<file path="src/rtl/regs_pkg.sv">
// Shared types and helpers for the regs_sb register file.
// Optional same-cycle write bypass is enabled by defining REGS_BYPASS_EN.
package regs_pkg;

    // Address width needed to index a register file of the given depth
    function automatic int unsigned addr_width(input int unsigned depth);
        return (depth > 1) ? $clog2(depth) : 1;
    endfunction

    localparam int unsigned REGS_DEPTH_DEF = 32;
    localparam int unsigned REGS_A_DEF     = addr_width(REGS_DEPTH_DEF);

    typedef logic [REGS_A_DEF-1:0] reg_addr_t;

    localparam reg_addr_t REG_ZERO = '0;

endpackage

</file>
<file path="src/rtl/regs_sb_scoreboard.sv">
// Pending-write scoreboard: one pending bit per register plus an incrementally
// maintained count of pending registers. Priority: flush, then issue, then clear.
module regs_sb_scoreboard
    import regs_pkg::*;
#(
    parameter int unsigned DEPTH = 32,
    parameter int unsigned CNT_W = 7,
    localparam int unsigned A    = addr_width(DEPTH)
) (
    input  logic             clk,
    input  logic             n_reset,
    input  logic             w,
    input  logic [A-1:0]     w_addr,
    input  logic             issue,
    input  logic [A-1:0]     issue_addr,
    input  logic             flush,
    output logic [DEPTH-1:0] pending,
    output logic [CNT_W-1:0] pend_cnt
);

    logic [DEPTH-1:0] pend_q, pend_d;
    logic [CNT_W-1:0] cnt_q, cnt_d;
    logic             issue_ok;
    logic             set_new;
    logic             clr_old;

    // Next pending vector and count; issue to the written register wins over the clear
    always_comb begin
        issue_ok = issue && (issue_addr != '0);
        set_new  = issue_ok && !pend_q[issue_addr];
        clr_old  = w && (w_addr != '0) && pend_q[w_addr] &&
                   !(issue_ok && (issue_addr == w_addr));
        pend_d   = pend_q;
        cnt_d    = cnt_q;
        if (flush) begin
            pend_d = '0;
            cnt_d  = '0;
        end else begin
            if (clr_old) begin
                pend_d[w_addr] = 1'b0;
            end
            if (issue_ok) begin
                pend_d[issue_addr] = 1'b1;
            end
            cnt_d = cnt_q + CNT_W'(set_new) - CNT_W'(clr_old);
        end
    end

    // Scoreboard state
    always_ff @(posedge clk or negedge n_reset) begin
        if (!n_reset) begin
            pend_q <= '0;
            cnt_q  <= '0;
        end else begin
            pend_q <= pend_d;
            cnt_q  <= cnt_d;
        end
    end

    assign pending  = pend_q;
    assign pend_cnt = cnt_q;

endmodule

</file>
<file path="src/rtl/regs_sb.sv">
// Register file with hardwired-zero r0, two combinational read ports, one
// synchronous write port and a pending-write scoreboard for RAW stalls.
// Define REGS_BYPASS_EN to forward same-cycle write data onto the read ports.
module regs_sb
    import regs_pkg::*;
#(
    parameter int unsigned N     = 8,
    parameter int unsigned DEPTH = 32,
    parameter int unsigned CNT_W = 7,
    localparam int unsigned A    = addr_width(DEPTH)
) (
    input  logic             clk,
    input  logic             n_reset,
    input  logic             w,
    input  logic [A-1:0]     w_addr,
    input  logic [N-1:0]     w_data,
    input  logic [A-1:0]     ra_addr,
    input  logic [A-1:0]     rb_addr,
    output logic [N-1:0]     ra_data,
    output logic [N-1:0]     rb_data,
    output logic             ra_busy,
    output logic             rb_busy,
    input  logic             issue,
    input  logic [A-1:0]     issue_addr,
    input  logic             flush,
    output logic [CNT_W-1:0] pend_cnt
);

    logic [N-1:0]     gpr_q [DEPTH];
    logic [DEPTH-1:0] pending;

    regs_sb_scoreboard #(
        .DEPTH (DEPTH),
        .CNT_W (CNT_W)
    ) u_scoreboard (
        .clk        (clk),
        .n_reset    (n_reset),
        .w          (w),
        .w_addr     (w_addr),
        .issue      (issue),
        .issue_addr (issue_addr),
        .flush      (flush),
        .pending    (pending),
        .pend_cnt   (pend_cnt)
    );

    // Register storage; r0 is never written so it stays zero
    always_ff @(posedge clk or negedge n_reset) begin
        if (!n_reset) begin
            for (int i = 0; i < DEPTH; i++) begin
                gpr_q[i] <= '0;
            end
        end else if (w && (w_addr != '0)) begin
            gpr_q[w_addr] <= w_data;
        end
    end

    // Read muxes and busy lookup, with optional same-cycle forwarding
    always_comb begin
        ra_data = gpr_q[ra_addr];
        rb_data = gpr_q[rb_addr];
        ra_busy = pending[ra_addr];
        rb_busy = pending[rb_addr];
`ifdef REGS_BYPASS_EN
        // Gated by reset so outputs stay zero while held in reset
        if (n_reset && w && (w_addr != '0)) begin
            if (w_addr == ra_addr) begin
                ra_data = w_data;
                if (!(issue && (issue_addr == ra_addr))) begin
                    ra_busy = 1'b0;
                end
            end
            if (w_addr == rb_addr) begin
                rb_data = w_data;
                if (!(issue && (issue_addr == rb_addr))) begin
                    rb_busy = 1'b0;
                end
            end
        end
`endif
    end

endmodule

</file>
<file path="config.mk">
export PLATFORM = sky130hd
export DESIGN_NAME = regs_sb
export DESIGN_NICKNAME = d
export VERILOG_FILES = /design/src/rtl/regs_pkg.sv /design/src/rtl/regs_sb_scoreboard.sv /design/src/rtl/regs_sb.sv
export SDC_FILE = /design/constraint.sdc
export NUM_CORES = 1
export LEC_CHECK = 0
export CORE_MARGIN = 8
export CORE_UTILIZATION = 55
export CTS_CLUSTER_SIZE = 30
export DETAILED_ROUTE_END_ITERATION = 10
export PLACE_DENSITY = 0.74
export SLEW_MARGIN = 20
export SYNTH_ARGS = -nofsm -noshare
export SYNTH_HDL_FRONTEND = slang
export SYNTH_SLANG_ARGS = --single-unit
</file>
<file path="constraint.sdc">
create_clock -name clk -period 3.88 [get_ports clk]
set_clock_uncertainty 0.1 [all_clocks]
set_input_delay 0.776 -clock clk [delete_from_list [all_inputs] [get_ports clk]]
set_output_delay 0.776 -clock clk [all_outputs]
set_load 0.005 [all_outputs]
</file>
==> impl_metrics.xml <==
<?xml version="1.0" encoding="UTF-8"?>
<metrics>
  <group name="setup_path">
    <metric name="critical_path_peak_fanout" unit="">6</metric>
    <metric name="critical-path-top-delay-family" unit="">multiplexers</metric>
    <metric name="reg2reg_depth" unit="">15</metric>
    <metric name="timing.reg2reg.setup_slack" unit="ns">0.51</metric>
    <metric name="timing.rr.start" unit="">u_scoreboard.pending[25]</metric>
    <metric name="rr_endpoint" unit="">u_scoreboard.pend_cnt[6]</metric>
    <metric name="worst-endpoint-required" unit="ns">3.00</metric>
    <metric name="number_of_logic_stages_on_the_critical_path_including_buffering" unit="">7</metric>
    <metric name="critPathCaptureType" unit="">output port</metric>
    <metric name="worstPathCellList" unit="">buf_12 -&gt; buf_12 -&gt; buf_4 -&gt; mux4_2 -&gt; mux4_2 -&gt; mux2_2 -&gt; clkdlybuf4s50_1</metric>
    <metric name="path_class" unit="">primary input to output port</metric>
    <metric name="endpoint_arrival_time_on_the_critical_path" unit="ns">2.97</metric>
    <metric name="delay_contributed_by_the_slowest_stage_of_the_critical_path" unit="ns">0.51</metric>
    <metric name="worstSetupStartpointType" unit="">primary input</metric>
    <metric name="crit_buf_inv" unit="">4</metric>
    <metric name="slowest_stage" unit="">mux4_2</metric>
  </group>
  <group name="detailed_routing">
    <metric name="drc" unit="">0</metric>
    <metric name="postRouteAntennaNets" unit="">0</metric>
    <metric name="routed_wl" unit="um">46660</metric>
    <metric name="via_count" unit="">11097</metric>
    <metric name="drt_pass1_iterations" unit="">5</metric>
    <metric name="via_per_inst" unit="">6.850</metric>
    <metric name="drt_iter0_drc" unit="">1051</metric>
    <metric name="detail_route.wl_per_cell" unit="um">28.80</metric>
  </group>
  <group name="final_layout">
    <metric name="area_of_all_placed_cells_without_fillers" unit="um2">19670</metric>
    <metric name="final_common_cell" unit="">dfrtp_1</metric>
    <metric name="drive_gt1_frac" unit="">0.5478</metric>
    <metric name="fin_nets" unit="">1243</metric>
    <metric name="area_growth" unit="%">16.90</metric>
    <metric name="mostFrequentLayoutCells" unit="">dfrtp_1 (295), mux2_2 (273), mux4_2 (194)</metric>
  </group>
  <group name="pwr">
    <metric name="seq_power_share" unit="">0.432</metric>
    <metric name="power_switching_share" unit="">0.2699</metric>
    <metric name="pwr-share-comb" unit="">0.241</metric>
    <metric name="power_density" unit="nW/um2">470.3</metric>
    <metric name="ir_worst_vdd" unit="V">0.0004264</metric>
    <metric name="total_switching_power" unit="W">0.002497</metric>
    <metric name="p_clk_frac" unit="">0.326</metric>
    <metric name="power.static_leakage" unit="nW">8.384</metric>
    <metric name="internal-power" unit="W">0.006754</metric>
    <metric name="total_power" unit="W">0.009251</metric>
  </group>
  <group name="die">
    <metric name="overall_die_width" unit="um">190.9</metric>
    <metric name="floorplan.die_area" unit="um2">36440</metric>
    <metric name="floorplan.rows" unit="">64</metric>
    <metric name="initial_utilization" unit="">0.5544</metric>
    <metric name="core_area" unit="um2">30350</metric>
    <metric name="io_pins" unit="">58</metric>
    <metric name="die_h" unit="um">190.9</metric>
  </group>
  <group name="sta">
    <metric name="layout_worst_path_cycle_share" unit="">0.9921</metric>
    <metric name="timing.final.crit_period" unit="ns">3.849</metric>
    <metric name="hold_violations" unit="">0</metric>
    <metric name="setup_viol" unit="">0</metric>
    <metric name="slew_viol_final" unit="">0</metric>
    <metric name="slew_headroom" unit="">0.2943</metric>
    <metric name="final_critical_path_setup_slack" unit="ns">0.03069</metric>
    <metric name="timing_worst_slew_pin_value" unit="ns">1.055</metric>
    <metric name="fmaxAchievable" unit="GHz">0.2598</metric>
  </group>
  <group name="flow_run">
    <metric name="max_cap_viol_count" unit="">0</metric>
  </group>
  <group name="place">
    <metric name="place_area" unit="um2">18410</metric>
    <metric name="place_worst_setup_slack" unit="ns">-0.6815</metric>
    <metric name="dp_hpwl" unit="um">30110</metric>
    <metric name="io_buffers" unit="">57</metric>
    <metric name="gp_congestion" unit="">0.9348</metric>
  </group>
  <group name="synthesis">
    <metric name="netlist_area" unit="um2">16820</metric>
    <metric name="synthesis.nets" unit="">1143</metric>
    <metric name="postSynthCellCount" unit="">1102</metric>
    <metric name="synth-async-reset-ratio" unit="">1.000</metric>
    <metric name="ys_top_cells_by_area" unit="">dfrtp_1 (44%), mux4_2 (26%), mux2_2 (18%)</metric>
    <metric name="yosysWarningCount" unit="">0</metric>
    <metric name="syn_avg_cell_area" unit="um2">15.27</metric>
    <metric name="number_of_flops_mapped_to_enable_cells_by_yosys" unit="">0</metric>
    <metric name="yosys_register_bits" unit="">295</metric>
    <metric name="sequential_fraction_of_the_synthesis_area" unit="">0.4388</metric>
    <metric name="synth_flop_cell" unit="">dfrtp_1</metric>
    <metric name="synth_cell_type_count" unit="">52</metric>
    <metric name="synth_top_cell_by_area" unit="">dfrtp_1</metric>
    <metric name="synth_top_area_frac" unit="">0.4388</metric>
  </group>
  <group name="clock_tree">
    <metric name="htreeDepth" unit="">2</metric>
    <metric name="max-clock-path-buffers" unit="">3</metric>
    <metric name="tritoncts.num_buffers" unit="">34</metric>
    <metric name="cts_root_buffer" unit="">clkbuf_16</metric>
    <metric name="worst_skew_pair.late_latency" unit="ns">0.51</metric>
    <metric name="tritoncts_clock_tree" unit="">done</metric>
    <metric name="numClockSinks" unit="">295</metric>
    <metric name="clk_pin_slew" unit="ns">0.06</metric>
  </group>
  <group name="global_route">
    <metric name="grt_pass1_vias" unit="">11587</metric>
    <metric name="antenna_found_initial" unit="">2</metric>
    <metric name="grt_use_total" unit="">0.2589</metric>
    <metric name="grt_first_pass_wirelength" unit="um">72190</metric>
    <metric name="globalRouteOverflowTotal" unit="">0</metric>
    <metric name="grt_max_degree" unit="">87</metric>
  </group>
  <group name="status">
    <metric name="outcome" unit="">completed</metric>
  </group>
  <group name="hold_path">
    <metric name="worst_hold_path_type" unit="">primary input to asynchronous set/reset pin</metric>
  </group>
</metrics>
-- state kept, by name, indices dropped and copies added (netlist names) --
signal and cells:
gpr_q 256, u_scoreboard.pending 32, u_scoreboard.pend_cnt 7
-- metrics by stage --
| stage | hold WS (ns) | TNS, ns | cells | utilization |
|---|---|---|---|---|
| floorplan | 0.3413 | 0 | 1102 | - |
| global placement | 0.2777 | -1.715 | 1551 | 0.6068 |
| detailed placement | 0.2847 | -2.594 | 1551 | 0.6066 |
| CTS | 0.1948 | -0.1383 | 1610 | 0.6424 |
| global route | 0.2215 | -0.007437 | 1620 | 0.6481 |
| finish | 0.1593 | 0 | 1620 | 0.6481 |
-- worst max-delay path by stage --
stage	startpoint	to	slack (ns)
5_1_grt	rb_addr[0]	rb_data[6]	-0.007
2_1_floorplan	issue_addr[0]	u_scoreboard.pend_cnt[6]	0.12
3_3_place_gp	w_addr[0]	u_scoreboard.pend_cnt[6]	-0.51
6_report	rb_addr[0]	rb_data[6]	0.03
4_1_cts	rb_addr[0]	rb_data[0]	-0.04
3_5_place_dp	w_addr[0]	u_scoreboard.pend_cnt[6]	-0.68
-- worst register-to-register path, delay by kind of cell, from the launching register on --
family	cells	cell delay, ns
AOI/OAI and AO/OA	4	0.65
buffers and inverters	2	0.12
adders and majority gates	3	0.83
and+or+nand+nor	5	0.58
DFF	1	0.47
muxes	1	0.51
-- layout make-up --
class / instances / area (um2)
diodes: 1 / 2.502
clock buffers: 50 / 980.9
clock inverters: 7 / 58.81
fillers: 2142 / 10680
inverters: 18 / 67.56
multi-input cells: 682 / 8877
flip-flops and latches: 295 / 7382
well taps: 396 / 495.5
repair buffers: 171 / 1804
-- power groups by stage --
stage / sequential, W / clock (W) / combinational (W)
final: 0.00400 / 0.00302 / 0.00223
after global routing: 0.00408 / 0.00319 / 0.00239
after CTS: 0.00399 / 0.00306 / 0.00222
after detailed placement: 0.00404 / 0 / 0.00221
after global placement: 0.00400 / 0 / 0.00215
after floorplan: 0.00391 / 0 / 0.00153
-- routing by layer --
metal | track usage | vias up | part of all wire
li1 | - | 4538 | -
met1 | 0.3472 | 5889 | 0.40
met2 | 0.4190 | 537 | 0.49
met3 | 0.04524 | 131 | 0.075
met4 | 0.09934 | 2 | 0.044
met5 | 0 | - | 0.00028
-- cell families (layout without fill, tap and decap cells) --
| group | after synthesis | count (layout) | synth area share |
|---|---|---|---|
| mux | 470 | 470 | 0.4442 |
| xor+xnor | 7 | 7 | 0.003644 |
| simple gates | 111 | 111 | 0.03488 |
| fa+ha+maj | 8 | 8 | 0.006395 |
| compound gates | 86 | 86 | 0.03785 |
| other cells | 0 | 1 | 0 |
| buf+inv | 125 | 246 | 0.03428 |
| flops | 295 | 295 | 0.4388 |
-- cells in the mapped netlist, drive strengths merged, types with 5 or more instances --
library cell / n
dfrtp: 295
nor2: 28
clkbuf: 56
buf: 51
a311oi: 8
mux4: 194
nor3: 9
mux2: 273
nand3: 9
nand2b: 5
a211oi: 8
inv: 18
ha: 7
nand2: 30
a21oi: 23
a31oi: 15
nor2b: 12
a22oi: 17
-- timing repair --
action,CTS,global route
resized for setup,9,16
pin swaps,1,2
cloned,1,4
hold buffers,0,0
setup buffers,1,5
endpoints found under the setup margin,17,14
Note: power is estimated with default switching activity, not from simulation.
